File: src/rtl/spike_event_tx.sv
// -----------------------------------------------------------------------------
// spike_event_tx
//
// Purpose:
//   Buffers spike events from the neuron array ({timestamp, neuron address})
//   in a small circular FIFO and drains them, one whole event at a time, to
//   the byte-wide UART transmitter. Each event is zero-extended to a whole
//   number of bytes and sent MSB-first. Each byte is started with a one-cycle
//   tx_dv strobe, and the block waits for tx_done before starting the next one.
//
// Ports:
//   clk         system clock, all logic on the rising edge
//   reset       asynchronous, active-high reset
//   en          write enable; sp_in is ignored while low (draining continues)
//   sp_in       spike valid, at most one event per cycle
//   sp_data     event word {ts[TS_WID-1:0], addr[AW-1:0]}
//   tx_done     one-cycle pulse from the UART when a byte has finished
//   tx_dv       one-cycle start strobe to the UART
//   tx_byte     byte to send (held stable while the UART is busy with it)
//   fifo_full   FIFO holds FIFO_DEPTH events
//   fifo_empty  FIFO holds no events
//   drop_cnt    saturating count of events rejected because the FIFO was full
//   busy        serialiser is not idle
// -----------------------------------------------------------------------------
module spike_event_tx #(
   parameter int NEURON_NO  = 3072,
   parameter int TS_WID     = 12,
   parameter int FIFO_DEPTH = 8,   // power of two, at least 2
   parameter int OUT_W      = 8,
   localparam int AW        = $clog2(NEURON_NO),
   localparam int EV_W      = TS_WID + AW
) (
   input  logic             clk,
   input  logic             reset,
   input  logic             en,
   input  logic             sp_in,
   input  logic [EV_W-1:0]  sp_data,
   input  logic             tx_done,
   output logic             tx_dv,
   output logic [OUT_W-1:0] tx_byte,
   output logic             fifo_full,
   output logic             fifo_empty,
   output logic [15:0]      drop_cnt,
   output logic             busy
);

   // Bytes per event and the width of the zero-extended serialiser word.
   localparam int NB    = (EV_W + OUT_W - 1) / OUT_W;
   localparam int SR_W  = NB * OUT_W;
   localparam int PTR_W = $clog2(FIFO_DEPTH);
   localparam int CNT_W = $clog2(FIFO_DEPTH) + 1;
   localparam int IDX_W = (NB > 1) ? $clog2(NB) : 1;

   typedef enum logic [1:0] {
      IDLE,
      LOAD,
      SEND,
      WAIT
   } state_t;

   // ---------------------------------------------------------------------
   // FIFO storage and bookkeeping
   // ---------------------------------------------------------------------
   logic [EV_W-1:0]  mem_reg [FIFO_DEPTH];
   logic [EV_W-1:0]  head_reg;
   logic [PTR_W-1:0] wr_ptr_reg;
   logic [PTR_W-1:0] rd_ptr_reg;
   logic [CNT_W-1:0] count_reg;
   logic [CNT_W-1:0] count_next;
   logic             fifo_full_reg;
   logic             fifo_empty_reg;
   logic [15:0]      drop_cnt_reg;

   logic             push_req;
   logic             push_ok;
   logic             pop;

   // ---------------------------------------------------------------------
   // Serialiser state
   // ---------------------------------------------------------------------
   state_t           state_reg;
   logic [SR_W-1:0]  shift_reg;
   logic [SR_W-1:0]  shift_next;
   logic [SR_W-1:0]  head_ext;
   logic [IDX_W-1:0] idx_reg;
   logic             tx_dv_reg;
   logic [OUT_W-1:0] tx_byte_reg;
   logic             busy_reg;

   // A pop only ever happens from IDLE with something stored. Because the
   // pop frees a slot on the same edge, a push into a full FIFO is still
   // accepted in that cycle.
   always_comb begin
      pop        = (state_reg == IDLE) && !fifo_empty_reg;
      push_req   = en && sp_in;
      push_ok    = push_req && ((count_reg < CNT_W'(FIFO_DEPTH)) || pop);
      count_next = count_reg + CNT_W'(push_ok) - CNT_W'(pop);
      head_ext   = SR_W'(head_reg);
      shift_next = shift_reg << OUT_W;
   end

   // Storage array kept free of reset so it maps onto block RAM. The head
   // is read into a register on the pop edge; the FSM consumes it in LOAD.
   // When a push and pop hit the same slot (full FIFO), the read returns
   // the old entry, which is the one being popped.
   always_ff @(posedge clk) begin
      if (push_ok) begin
         mem_reg[wr_ptr_reg] <= sp_data;
      end
      if (pop) begin
         head_reg <= mem_reg[rd_ptr_reg];
      end
   end

   // Pointers wrap naturally at FIFO_DEPTH since the depth is a power of two.
   always_ff @(posedge clk or posedge reset) begin
      if (reset) begin
         wr_ptr_reg     <= '0;
         rd_ptr_reg     <= '0;
         count_reg      <= '0;
         fifo_empty_reg <= 1'b1;
         fifo_full_reg  <= 1'b0;
         drop_cnt_reg   <= '0;
      end else begin
         if (push_ok) begin
            wr_ptr_reg <= wr_ptr_reg + PTR_W'(1);
         end
         if (pop) begin
            rd_ptr_reg <= rd_ptr_reg + PTR_W'(1);
         end
         count_reg      <= count_next;
         fifo_empty_reg <= (count_next == '0);
         fifo_full_reg  <= (count_next == CNT_W'(FIFO_DEPTH));
         if (push_req && !push_ok && (drop_cnt_reg != 16'hFFFF)) begin
            drop_cnt_reg <= drop_cnt_reg + 16'd1;
         end
      end
   end

   // ---------------------------------------------------------------------
   // Serialiser FSM. tx_dv is raised on the edge that enters SEND so that
   // the strobe is high exactly for the SEND cycle; tx_byte changes only
   // on those same edges and is therefore stable through WAIT.
   // ---------------------------------------------------------------------
   always_ff @(posedge clk or posedge reset) begin
      if (reset) begin
         state_reg   <= IDLE;
         shift_reg   <= '0;
         idx_reg     <= '0;
         tx_dv_reg   <= 1'b0;
         tx_byte_reg <= '0;
         busy_reg    <= 1'b0;
      end else begin
         tx_dv_reg <= 1'b0;
         case (state_reg)
            IDLE: begin
               if (pop) begin
                  state_reg <= LOAD;
                  busy_reg  <= 1'b1;
               end
            end
            LOAD: begin
               shift_reg   <= head_ext;
               idx_reg     <= '0;
               tx_byte_reg <= head_ext[SR_W-1 -: OUT_W];
               tx_dv_reg   <= 1'b1;
               state_reg   <= SEND;
            end
            SEND: begin
               state_reg <= WAIT;
            end
            WAIT: begin
               if (tx_done) begin
                  if (idx_reg == IDX_W'(NB - 1)) begin
                     state_reg <= IDLE;
                     busy_reg  <= 1'b0;
                  end else begin
                     shift_reg   <= shift_next;
                     idx_reg     <= idx_reg + IDX_W'(1);
                     tx_byte_reg <= shift_next[SR_W-1 -: OUT_W];
                     tx_dv_reg   <= 1'b1;
                     state_reg   <= SEND;
                  end
               end
            end
            default: begin
               state_reg <= IDLE;
               busy_reg  <= 1'b0;
            end
         endcase
      end
   end

   assign tx_dv      = tx_dv_reg;
   assign tx_byte    = tx_byte_reg;
   assign fifo_full  = fifo_full_reg;
   assign fifo_empty = fifo_empty_reg;
   assign drop_cnt   = drop_cnt_reg;
   assign busy       = busy_reg;

endmodule

File: config.mk
export PLATFORM = sky130hd
export DESIGN_NAME = spike_event_tx
export DESIGN_NICKNAME = d
export VERILOG_FILES = /design/src/rtl/spike_event_tx.sv
export SDC_FILE = /design/constraint.sdc
export NUM_CORES = 1
export LEC_CHECK = 0
export BUFFER_PORTS_ARGS = -buffer_cell sky130_fd_sc_hd__buf_2
export CORE_ASPECT_RATIO = 0.9
export CORE_UTILIZATION = 45
export DETAILED_ROUTE_END_ITERATION = 7
export PLACE_DENSITY = 0.73
export SYNTH_ARGS = -nofsm -noshare
export SYNTH_HDL_FRONTEND = slang
export SYNTH_SLANG_ARGS = --single-unit
File: constraint.sdc
create_clock -name clk -period 8.11 [get_ports clk]
set_clock_uncertainty 0.05 [all_clocks]
set_input_delay 1.622 -clock clk [delete_from_list [all_inputs] [get_ports clk]]
set_output_delay 1.622 -clock clk [all_outputs]
set_load 0.05 [all_outputs]
==> results of run 1 <==
## layout make-up
class                   instances  area (sq um)  area share [%]
diodes                          1          2.50          0.0203
clock buffers                  38           863            7.01
inverters                      11          41.3           0.335
flip-flops and latches        274          7940            64.5
multi-input cells             238          2570            20.9
repair buffers                 68           370            3.01
clock inverters                14           154            1.25
well taps                     302           378            3.07
## stage by stage
stage,instance area (sq um),hold slack [ns],cells
floorplan,10600,0.393,546
global placement,11300,0.401,893
detailed placement,11300,0.402,893
CTS,12300,0.416,945
global route,12300,0.434,946
finish,12300,0.413,946
## cells by family after synthesis
family                     Yosys count  share of synthesized area, %
and+or+nand+nor                     80                          4.24
DFF                                274                          74.6
muxes                               91                          14.5
xor gates and xnor gates            21                          1.73
buffers and inverters               34                          1.54
adders and majority gates            9                          1.13
AOI/OAI and AO/OA                   37                          2.25
## power by group through the flow
stage	Combinational [uW]	Sequential, uW	Clock [uW]
after CTS	1080	1840	1390
after global placement	1030	1850	0
after detailed placement	1070	1860	0
after floorplan	701	1950	0
final	1060	1830	1360
after global routing	1150	1860	1440
## per-layer routing
layer / GRT usage (%) / wire length (um) / up-vias
met4: 5.14 / 427 / 2
li1: - / - / 2310
met5: 0 / 12 / -
met2: 26.2 / 9220 / 146
met1: 23.4 / 8430 / 2723
met3: 2.95 / 985 / 32
## synth_stat cells, types with 2 or more instances
cell / number / area, sq um
nor4_1: 4 / 25.0
buf_1: 2 / 7.51
nor2_1: 9 / 33.8
nor3b_1: 2 / 15.0
nand2b_1: 4 / 25.0
mux2i_1: 16 / 160
mux4_2: 48 / 1080
nand4_1: 6 / 37.5
or3_1: 2 / 12.5
buf_6: 2 / 22.5
dfrtp_1: 57 / 1430
ha_1: 8 / 100
a22o_1: 8 / 70.1
edfxtp_1: 216 / 6490
nand2_1: 24 / 90.1
o21ai_0: 18 / 90.1
xnor2_1: 7 / 61.3
nor3_1: 10 / 50.1
a21oi_1: 4 / 20.0
mux2_2: 26 / 293
inv_1: 11 / 41.3
xor2_1: 14 / 123
nand3_1: 5 / 25.0
and3_1: 3 / 18.8
nor2b_1: 2 / 12.5
clkbuf_1: 11 / 41.3
a21o_1: 3 / 22.5
buf_2: 6 / 30.0
## how the worst max path moves through the flow
stage / to / slack [ns] / cells past startpoint
final: fifo_full$_DFF_PP0_ / 4.75 / 11
after global routing: fifo_full$_DFF_PP0_ / 4.59 / 11
after CTS: fifo_full$_DFF_PP0_ / 4.78 / 11
after detailed placement: fifo_full$_DFF_PP0_ / 4.22 / 11
after global placement: fifo_full$_DFF_PP0_ / 4.31 / 11
after floorplan: fifo_full$_DFF_PP0_ / 3.84 / 7
## worst max-delay path, cell delays in order
cell     delay [ns]
buf_2          0.08
nand2_1        0.09
and2b_1        0.37
inv_1          0.08
ha_1           0.28
inv_1          0.04
ha_1           0.20
fa_1           0.38
xor2_1         0.18
or3_1          0.33
nor2b_1        0.11
==> impl_metrics.env, run 1 <==
export IMPL_outcome="finished, final reports clean"
export IMPL_die_height_um=148
export IMPL_synth_nets=584
export IMPL_cp_start_kind="input pin"
export IMPL_dieArea_sq_um=24300
export IMPL_p_comb_share_pct=24.9
export IMPL_grt_pass1_wl_um=30500
export IMPL_flow_area_growth_from_synthesis_pct=15.8
export IMPL_cts_path_max_buffers=3
export IMPL_cts_hold_buf=0
export IMPL_clock_sinks=274
export IMPL_swShare_pct=29.3
export IMPL_cts_root_buffer="clkbuf_16"
export IMPL_largest_register_ffs=192
export IMPL_p_leak_uw=0.00442
export IMPL_async_flop_share_pct=21.2
export IMPL_synth_main_ff_cell="edfxtp_1"
export IMPL_rsz0062_at_grt="no"
export IMPL_r2r_start="state_reg[0]$_DFFE_PP0P_"
export IMPL_post_cts_resize_count=0
export IMPL_final_cell_mix="216 x edfxtp_1, 56 x buf_2, 55 x dfrtp_1"
export IMPL_die_w_um=164
export IMPL_htree_num_levels=1
export IMPL_yosys_warnings=0
export IMPL_ys_seq_elements=274
export IMPL_coreArea_sq_um=23300
export IMPL_initial_core_util_pct=45.7
export IMPL_seq_area_frac_synth_pct=74.6
export IMPL_p_sw_uw=1250
export IMPL_postCtsSetupRepairBufs=0
export IMPL_final_max_slew_viol_count=0
export IMPL_p_int_uw=3010
export IMPL_slew_headroom_pct=16.8
export IMPL_final_util_pct=52.9
export IMPL_nNetsFinal=659
export IMPL_layout_cells_most_common="edfxtp_1"
export IMPL_arrival_ns=3.77
export IMPL_firstDrtPassIters=4
export IMPL_drt_iter0_markers=585
export IMPL_dpl_worst_slack_ns=4.22
export IMPL_hold_violations=0
export IMPL_ff2ff_path_depth=10
export IMPL_clock_fmax_ghz=0.298
export IMPL_drc=0
export IMPL_fillCellCount=1799
export IMPL_avgSynthCellArea_sq_um=19.5
export IMPL_vias=5213
export IMPL_rr_endpoint="fifo_full$_DFF_PP0_"
export IMPL_synth_edf_count=216
export IMPL_wire_per_inst_um=20.2
export IMPL_dp_hpwl_um=11400
export IMPL_fin_ws_ns=4.75
export IMPL_grt_pass1_vias=5403
export IMPL_min_to="shift_reg[2]$_DFFE_PP0P_"
export IMPL_routed_via_density=5.51
export IMPL_cts_clk_slew_worst_paths_ns=0.06
export IMPL_finalCriticalPeriod_ns=3.36
export IMPL_min_path_type="reg -> reg"
export IMPL_gp_congestion=0.815
export IMPL_drive_gt1_share_pct=32.7
export IMPL_cts_buffers=28
export IMPL_tightest_slew_ns=1.25
export IMPL_drv_cap=0
export IMPL_vdd_drop_max_mv=0.279
export IMPL_io_pins=57
export IMPL_crit_type="in -> reg"
export IMPL_grt_max_degree=59
export IMPL_antenna_found_initial=2
export IMPL_io_buffers=56
export IMPL_postSynthCellCount=546
export IMPL_clkPwrFrac_pct=32.0
export IMPL_grt_overflow_total=0
export IMPL_seq_power_share_pct=43.1
export IMPL_worstPathRequired_ns=8.52
export IMPL_synth_cell_types=46
export IMPL_p_total_uw=4260
export IMPL_worstSetupEndpointType="register"
export IMPL_syn_area_sq_um=10600
export IMPL_cts_tree="done"
export IMPL_finalWirelength_um=19100
export IMPL_fp_row_count=53
export IMPL_ant_nets=0
export IMPL_setup_viol=0
export IMPL_crit_path_max_fanout=6
export IMPL_power_density_nw_per_um2=345
export IMPL_finalCritPeriodShare_pct=41.4
export IMPL_hold_path_startpoint="head_ext[2]$_DFFE_PP_"
export IMPL_clk_latency_ns=0.53
export IMPL_grt_util_all_layers_pct=16.6
export IMPL_startpoint="en"
export IMPL_worstHoldPathCells=1
export IMPL_reg2reg_slack_ns=5.13
export IMPL_fin_tns_setup_ns=0
No activity file was read; power rests on OpenSTA's default activity.
==> run 2: changes to the inputs <==
Settings changed: ABC_AREA from default to 1, PLACE_DENSITY 0.73 to 0.75.
Clock period 8.11 ns to 2.7 ns, I/O delays scaled along.
==> impl_metrics.env, run 2 <==
export IMPL_worstSetupEndpoint="fifo_full$_DFF_PP0_"
export IMPL_min_path_type="in -> async"
export IMPL_fp_row_count=54
export IMPL_clk_latency_ns=0.54
export IMPL_p_int_uw=8510
export IMPL_firstDrtPassIters=5
export IMPL_power_density_nw_per_um2=1050
export IMPL_largest_register_ffs=192
export IMPL_coreArea_sq_um=24300
export IMPL_vdd_drop_max_mv=0.573
export IMPL_hold_violations=0
export IMPL_r2r_start="state_reg[1]$_DFFE_PP0P_"
export IMPL_p_comb_share_pct=30.1
export IMPL_grt_pass1_wl_um=35700
export IMPL_dpl_cell_area_sq_um=11900
export IMPL_yosys_warnings=0
export IMPL_vias=7268
export IMPL_flow_area_growth_from_synthesis_pct=14.1
export IMPL_postSynthCellCount=987
export IMPL_io_pins=57
export IMPL_grt_max_degree=97
export IMPL_tightest_slew_ns=0.647
export IMPL_rsz0062_at_grt="no"
export IMPL_antenna_cells=0
export IMPL_layout_cells_most_common="edfxtp_1"
export IMPL_antenna_found_initial=0
export IMPL_grt_overflow_total=0
export IMPL_drv_cap=0
export IMPL_cts_clk_slew_worst_paths_ns=0.06
export IMPL_finalWirelength_um=22600
export IMPL_startpoint="state_reg[1]$_DFFE_PP0P_"
export IMPL_drc=0
export IMPL_cts_path_max_buffers=3
export IMPL_avgSynthCellArea_sq_um=11.3
export IMPL_cts_hold_buf=0
export IMPL_worst_path_stages=12
export IMPL_io_buffers=56
export IMPL_grt_pass1_vias=6927
export IMPL_routed_via_density=5.28
export IMPL_fin_tns_setup_ns=0
export IMPL_drive_gt1_share_pct=14.1
export IMPL_die_height_um=152
export IMPL_cpMaxStageDelayCell="dfrtp_1"
export IMPL_wire_per_inst_um=16.4
export IMPL_clkPwrFrac_pct=27.8
export IMPL_seq_power_share_pct=42.1
export IMPL_die_w_um=168
export IMPL_postCtsSetupRepairBufs=0
export IMPL_fin_ws_ns=0.358
export IMPL_dieArea_sq_um=25500
export IMPL_worstPathRequired_ns=3.08
export IMPL_rr_endpoint="fifo_full$_DFF_PP0_"
export IMPL_swShare_pct=36.3
export IMPL_synth_nets=1025
export IMPL_ant_nets=0
export IMPL_arrival_ns=2.72
export IMPL_clock_fmax_ghz=0.427
export IMPL_syn_area_sq_um=11200
export IMPL_finalCritPeriodShare_pct=86.7
export IMPL_setup_viol=0
export IMPL_stdcell_area_sq_um=12800
export IMPL_drt_iter0_markers=646
export IMPL_crit_family="adder cells"
export IMPL_synth_cell_types=33
export IMPL_gp_congestion=0.834
export IMPL_final_cell_mix="216 x edfxtp_1, 200 x nand2_1, 183 x nor2_1"
export IMPL_p_leak_uw=0.00475
export IMPL_ff2ff_path_depth=12
export IMPL_synth_top_area_share_pct=58.0
export IMPL_cts_buffers=27
export IMPL_finalCriticalPeriod_ns=2.34
export IMPL_max_stage_delay_ns=0.43
export IMPL_dp_hpwl_um=13800
export IMPL_cp_start_kind="register"
export IMPL_synth_top_cell_by_area="edfxtp_1"
export IMPL_synthTopCellsByArea="edfxtp_1 58%, dfrtp_1 13%, nand2_1 6.7%"
export IMPL_hold_slack_ns=0.0350
export IMPL_post_cts_resize_count=0
export IMPL_ys_seq_elements=274
export IMPL_final_max_slew_viol_count=0
export IMPL_yosysMostFrequentCell="edfxtp_1"
export IMPL_outcome="finished, final reports clean"
export IMPL_cts_root_buffer="clkbuf_16"
export IMPL_htree_num_levels=1
export IMPL_synth_commonest_cells="216 x edfxtp_1, 200 x nand2_1, 191 x nor2_1"
export IMPL_reg2reg_slack_ns=0.36
export IMPL_initial_core_util_pct=46.0
export IMPL_p_sw_uw=4840
export IMPL_grt_util_all_layers_pct=18.1
export IMPL_crit_path_max_fanout=7
export IMPL_async_flop_share_pct=21.2
export IMPL_worstSetupEndpointType="register"
export IMPL_dpl_worst_slack_ns=0.290
export IMPL_clock_sinks=274
export IMPL_slew_headroom_pct=56.8
export IMPL_crit_type="reg -> reg"
export IMPL_synth_main_ff_cell="edfxtp_1"
export IMPL_synth_edf_count=216
export IMPL_nNetsFinal=1086
export IMPL_seq_area_frac_synth_pct=71.0
export IMPL_cp_num_buf_inv=3
export IMPL_path_cells="nor2_2 > nand2_4 > a21oi_4 > inv_2 > ha_4 > inv_2 > ha_4 > fa_2 > xor2_1 > inv_1 > nand2_1 > a21oi_1"
export IMPL_cts_tree="done"
[run 2: cell count changes in the layout (fill, tap and decap cells not counted), sizes merged, moves of 20 or more]
| cell | change |
|---|---|
| nor2 | +185 |
| nand2 | +182 |
| o21ai | +138 |
| mux4 | -48 |
| mux2 | -27 |
| nand3 | +22 |
| inv | +20 |
[run 2: how the worst min path moves through the flow]
stage	depth (start not counted)	start	to	slack, ns
2_1_floorplan	2	head_ext[0]$_DFFE_PP_	shift_reg[0]$_DFFE_PP0P_	0.41
3_3_place_gp	2	head_ext[6]$_DFFE_PP_	shift_reg[6]$_DFFE_PP0P_	0.41
3_5_place_dp	2	head_ext[1]$_DFFE_PP_	shift_reg[1]$_DFFE_PP0P_	0.42
4_1_cts	2	reset	drop_cnt[5]$_DFFE_PP0P_	0.05
5_1_grt	2	reset	drop_cnt[6]$_DFFE_PP0P_	0.08
6_report	2	reset	drop_cnt[6]$_DFFE_PP0P_	0.04
[run 2: power groups by stage]
stage	Clock (uW)	Combinational, uW	Sequential [uW]
finish	3720	4020	5620
global route	3930	4470	5670
CTS	3770	4010	5610
detailed placement	0	3990	5690
global placement	0	3880	5660
floorplan	0	2540	5920
[run 2: cells by family after synthesis]
kind of cell	Yosys count	synth area share, %
AND/OR/NAND/NOR	437	15.6
XOR/XNOR	10	0.784
adder cells (fa/ha/maj)	9	1.07
AO/OA/AOI/OAI	178	8.31
flip-flops	274	71.0
buffers and inverters	79	3.25
[run 2: cell type report]
type	count	area, sq um
Clock buffer	30	687
Inverter	34	131
Timing Repair Buffer	77	488
Multi-Input combinational cell	634	2920
Sequential cell	274	7940
Fill cell	2043	11600
Tap cell	308	385
Clock inverter	20	195
[run 2: stage by stage]
stage | instances | power (uW) | utilization (%)
after floorplan | 987 | 8460 | -
after global placement | 1327 | 9540 | 48.8
after detailed placement | 1327 | 9680 | 48.8
after CTS | 1377 | 13400 | 52.4
after global routing | 1377 | 14100 | 52.4
final | 1377 | 13400 | 52.4
[run 2: routing by layer]
metal / GRT usage [%] / share of wire, % / vias up
met3: 2.16 / 5.4 / 43
met4: 6.05 / 2.5 / 0
met2: 30.6 / 47 / 249
li1: - / - / 3511
met5: 0 / 0 / -
met1: 24.6 / 45 / 3465
==> run 3: changes to the inputs <==
Settings changed: PLACE_DENSITY 0.75 to 0.73.
Clock period 2.7 ns to 2.3 ns, I/O delays scaled along.
==> impl_metrics.env, run 3 (same netlist as run 2, synthesis figures left out) <==
export IMPL_grt_max_degree=99
export IMPL_vias=7237
export IMPL_drt_iter0_markers=687
export IMPL_clk_latency_ns=0.53
export IMPL_antenna_found_initial=1
export IMPL_grt_util_all_layers_pct=17.9
export IMPL_io_pins=57
export IMPL_outcome="finished, final reports clean"
export IMPL_clock_sinks=274
export IMPL_slew_headroom_pct=67.2
export IMPL_dp_cells=1330
export IMPL_htree_num_levels=1
export IMPL_routed_top_layer="met5"
export IMPL_tightest_slew_ns=0.489
export IMPL_finalCriticalPeriod_ns=2.22
export IMPL_routed_via_density=5.23
export IMPL_worstPathRequired_ns=2.67
export IMPL_stdcell_area_sq_um=12900
export IMPL_finalWirelength_um=22300
export IMPL_gp_congestion=0.808
export IMPL_wl_met3_um=1450
export IMPL_cts_tree="done"
export IMPL_nNetsFinal=1096
export IMPL_grt_pass1_vias=6795
export IMPL_flow_area_growth_from_synthesis_pct=15.5
export IMPL_antenna_cells=0
export IMPL_die_height_um=152
export IMPL_ant_nets=0
export IMPL_largest_register_ffs=192
export IMPL_fin_cells=1383
export IMPL_arrival_ns=2.59
export IMPL_wire_per_inst_um=16.1
export IMPL_clock_fmax_ghz=0.451
export IMPL_vdd_drop_max_mv=0.739
export IMPL_hold_violations=0
export IMPL_final_max_slew_viol_count=0
export IMPL_io_buffers=56
export IMPL_grt_overflow_total=0
export IMPL_wl_met1_um=10200
export IMPL_worstSetupEndpointType="register"
export IMPL_initial_core_util_pct=46.0
export IMPL_crit_type="reg -> reg"
export IMPL_drive_gt1_share_pct=14.9
export IMPL_die_w_um=168
export IMPL_firstDrtPassIters=5
export IMPL_min_path_type="in -> reg"
export IMPL_power_density_nw_per_um2=1210
export IMPL_coreArea_sq_um=24300
export IMPL_crit_path_max_fanout=6
export IMPL_cts_clk_slew_worst_paths_ns=0.06
export IMPL_final_cell_mix="216 x edfxtp_1, 200 x nand2_1, 183 x nor2_1"
export IMPL_cts_root_buffer="clkbuf_16"
export IMPL_grt_pass1_wl_um=35700
export IMPL_cp_start_kind="register"
export IMPL_hold_slack_ns=0.141
export IMPL_wl_met2_um=10100
export IMPL_p_leak_uw=0.00479
export IMPL_drv_cap=0
export IMPL_dpl_cell_area_sq_um=12000
export IMPL_fp_row_count=54
export IMPL_drc=0
export IMPL_cts_buffers=27
export IMPL_finalCritPeriodShare_pct=96.5
export IMPL_setup_viol=0
export IMPL_dp_hpwl_um=13200
export IMPL_dieArea_sq_um=25500
export IMPL_layout_cells_most_common="edfxtp_1"
export IMPL_cts_path_max_buffers=3
## run 3: cell count changes in the layout (fill, tap and decap cells not counted), sizes merged
cell and delta:
buf +9, bufinv -1, clkbuf +5, clkinv -8, clkinvlp +1, dlygate4sd3 +1, inv -1
## run 3: worst paths after layout
path	end	from	slack (ns)	depth (start not counted)
max in group asynchronous	fifo_empty$_DFF_PP1_	reset	1.21	4
min reg2reg	shift_reg[0]$_DFFE_PP0P_	head_ext[0]$_DFFE_PP_	0.44	2
max	fifo_full$_DFF_PP0_	state_reg[1]$_DFFE_PP0P_	0.08	12
min	mem_reg[3][20]$_DFFE_PP_	sp_data[20]	0.14	1
min in group asynchronous	drop_cnt[4]$_DFFE_PP0P_	reset	0.38	3
max reg2reg	fifo_full$_DFF_PP0_	state_reg[1]$_DFFE_PP0P_	0.08	12
## run 3: cell type report
type                            count  area, sq um
Fill cell                        2055        11400
Sequential cell                   274         7940
Multi-Input combinational cell    634         2940
Clock buffer                       35          736
Timing Repair Buffer               87          666
Tap cell                          308          385
Inverter                           34          131
Clock inverter                     11          116
## run 3: per-stage QoR
stage	power, uW	setup TNS, ns	util (%)	setup slack (ns)
2_1_floorplan	9950	-1.36	-	-0.391
3_3_place_gp	11200	0	49.3	0.0766
3_5_place_dp	11400	0	49.3	0.0257
4_1_cts	15600	0	52.8	0.0217
5_1_grt	16500	-0.0278	53.1	-0.0221
6_report	15600	0	53.1	0.0815
## run 3: routing by layer
layer	global-route usage [%]	up-vias
met4	4.77	2
met1	25.5	3440
li1	-	3535
met3	2.81	41
met5	0	-
met2	29.0	219
## run 3: what timing repair did
item                                    4_1_cts  5_1_grt
hold buffers                                  1        0
hold endpoints to repair                     12        0
endpoints found under the setup margin        0        2
gates resized for setup                       0        3
buffers inserted                              0        6
## run 3: where the power goes
part / switching, uW / internal [uW]
clock: 1780 / 2470
sequential: 369 / 6110
combinational: 3420 / 1480
## run 3: critical path, cell delays in order, from the launching register on
cell and delay, ns:
dfrtp_1 0.41, nor2_4 0.15, nand2_4 0.10, a21oi_4 0.17
inv_2 0.07, ha_4 0.26, inv_2 0.04, ha_4 0.15
fa_2 0.34, xor2_2 0.16, inv_1 0.06, nand2_1 0.11
a21oi_2 0.04
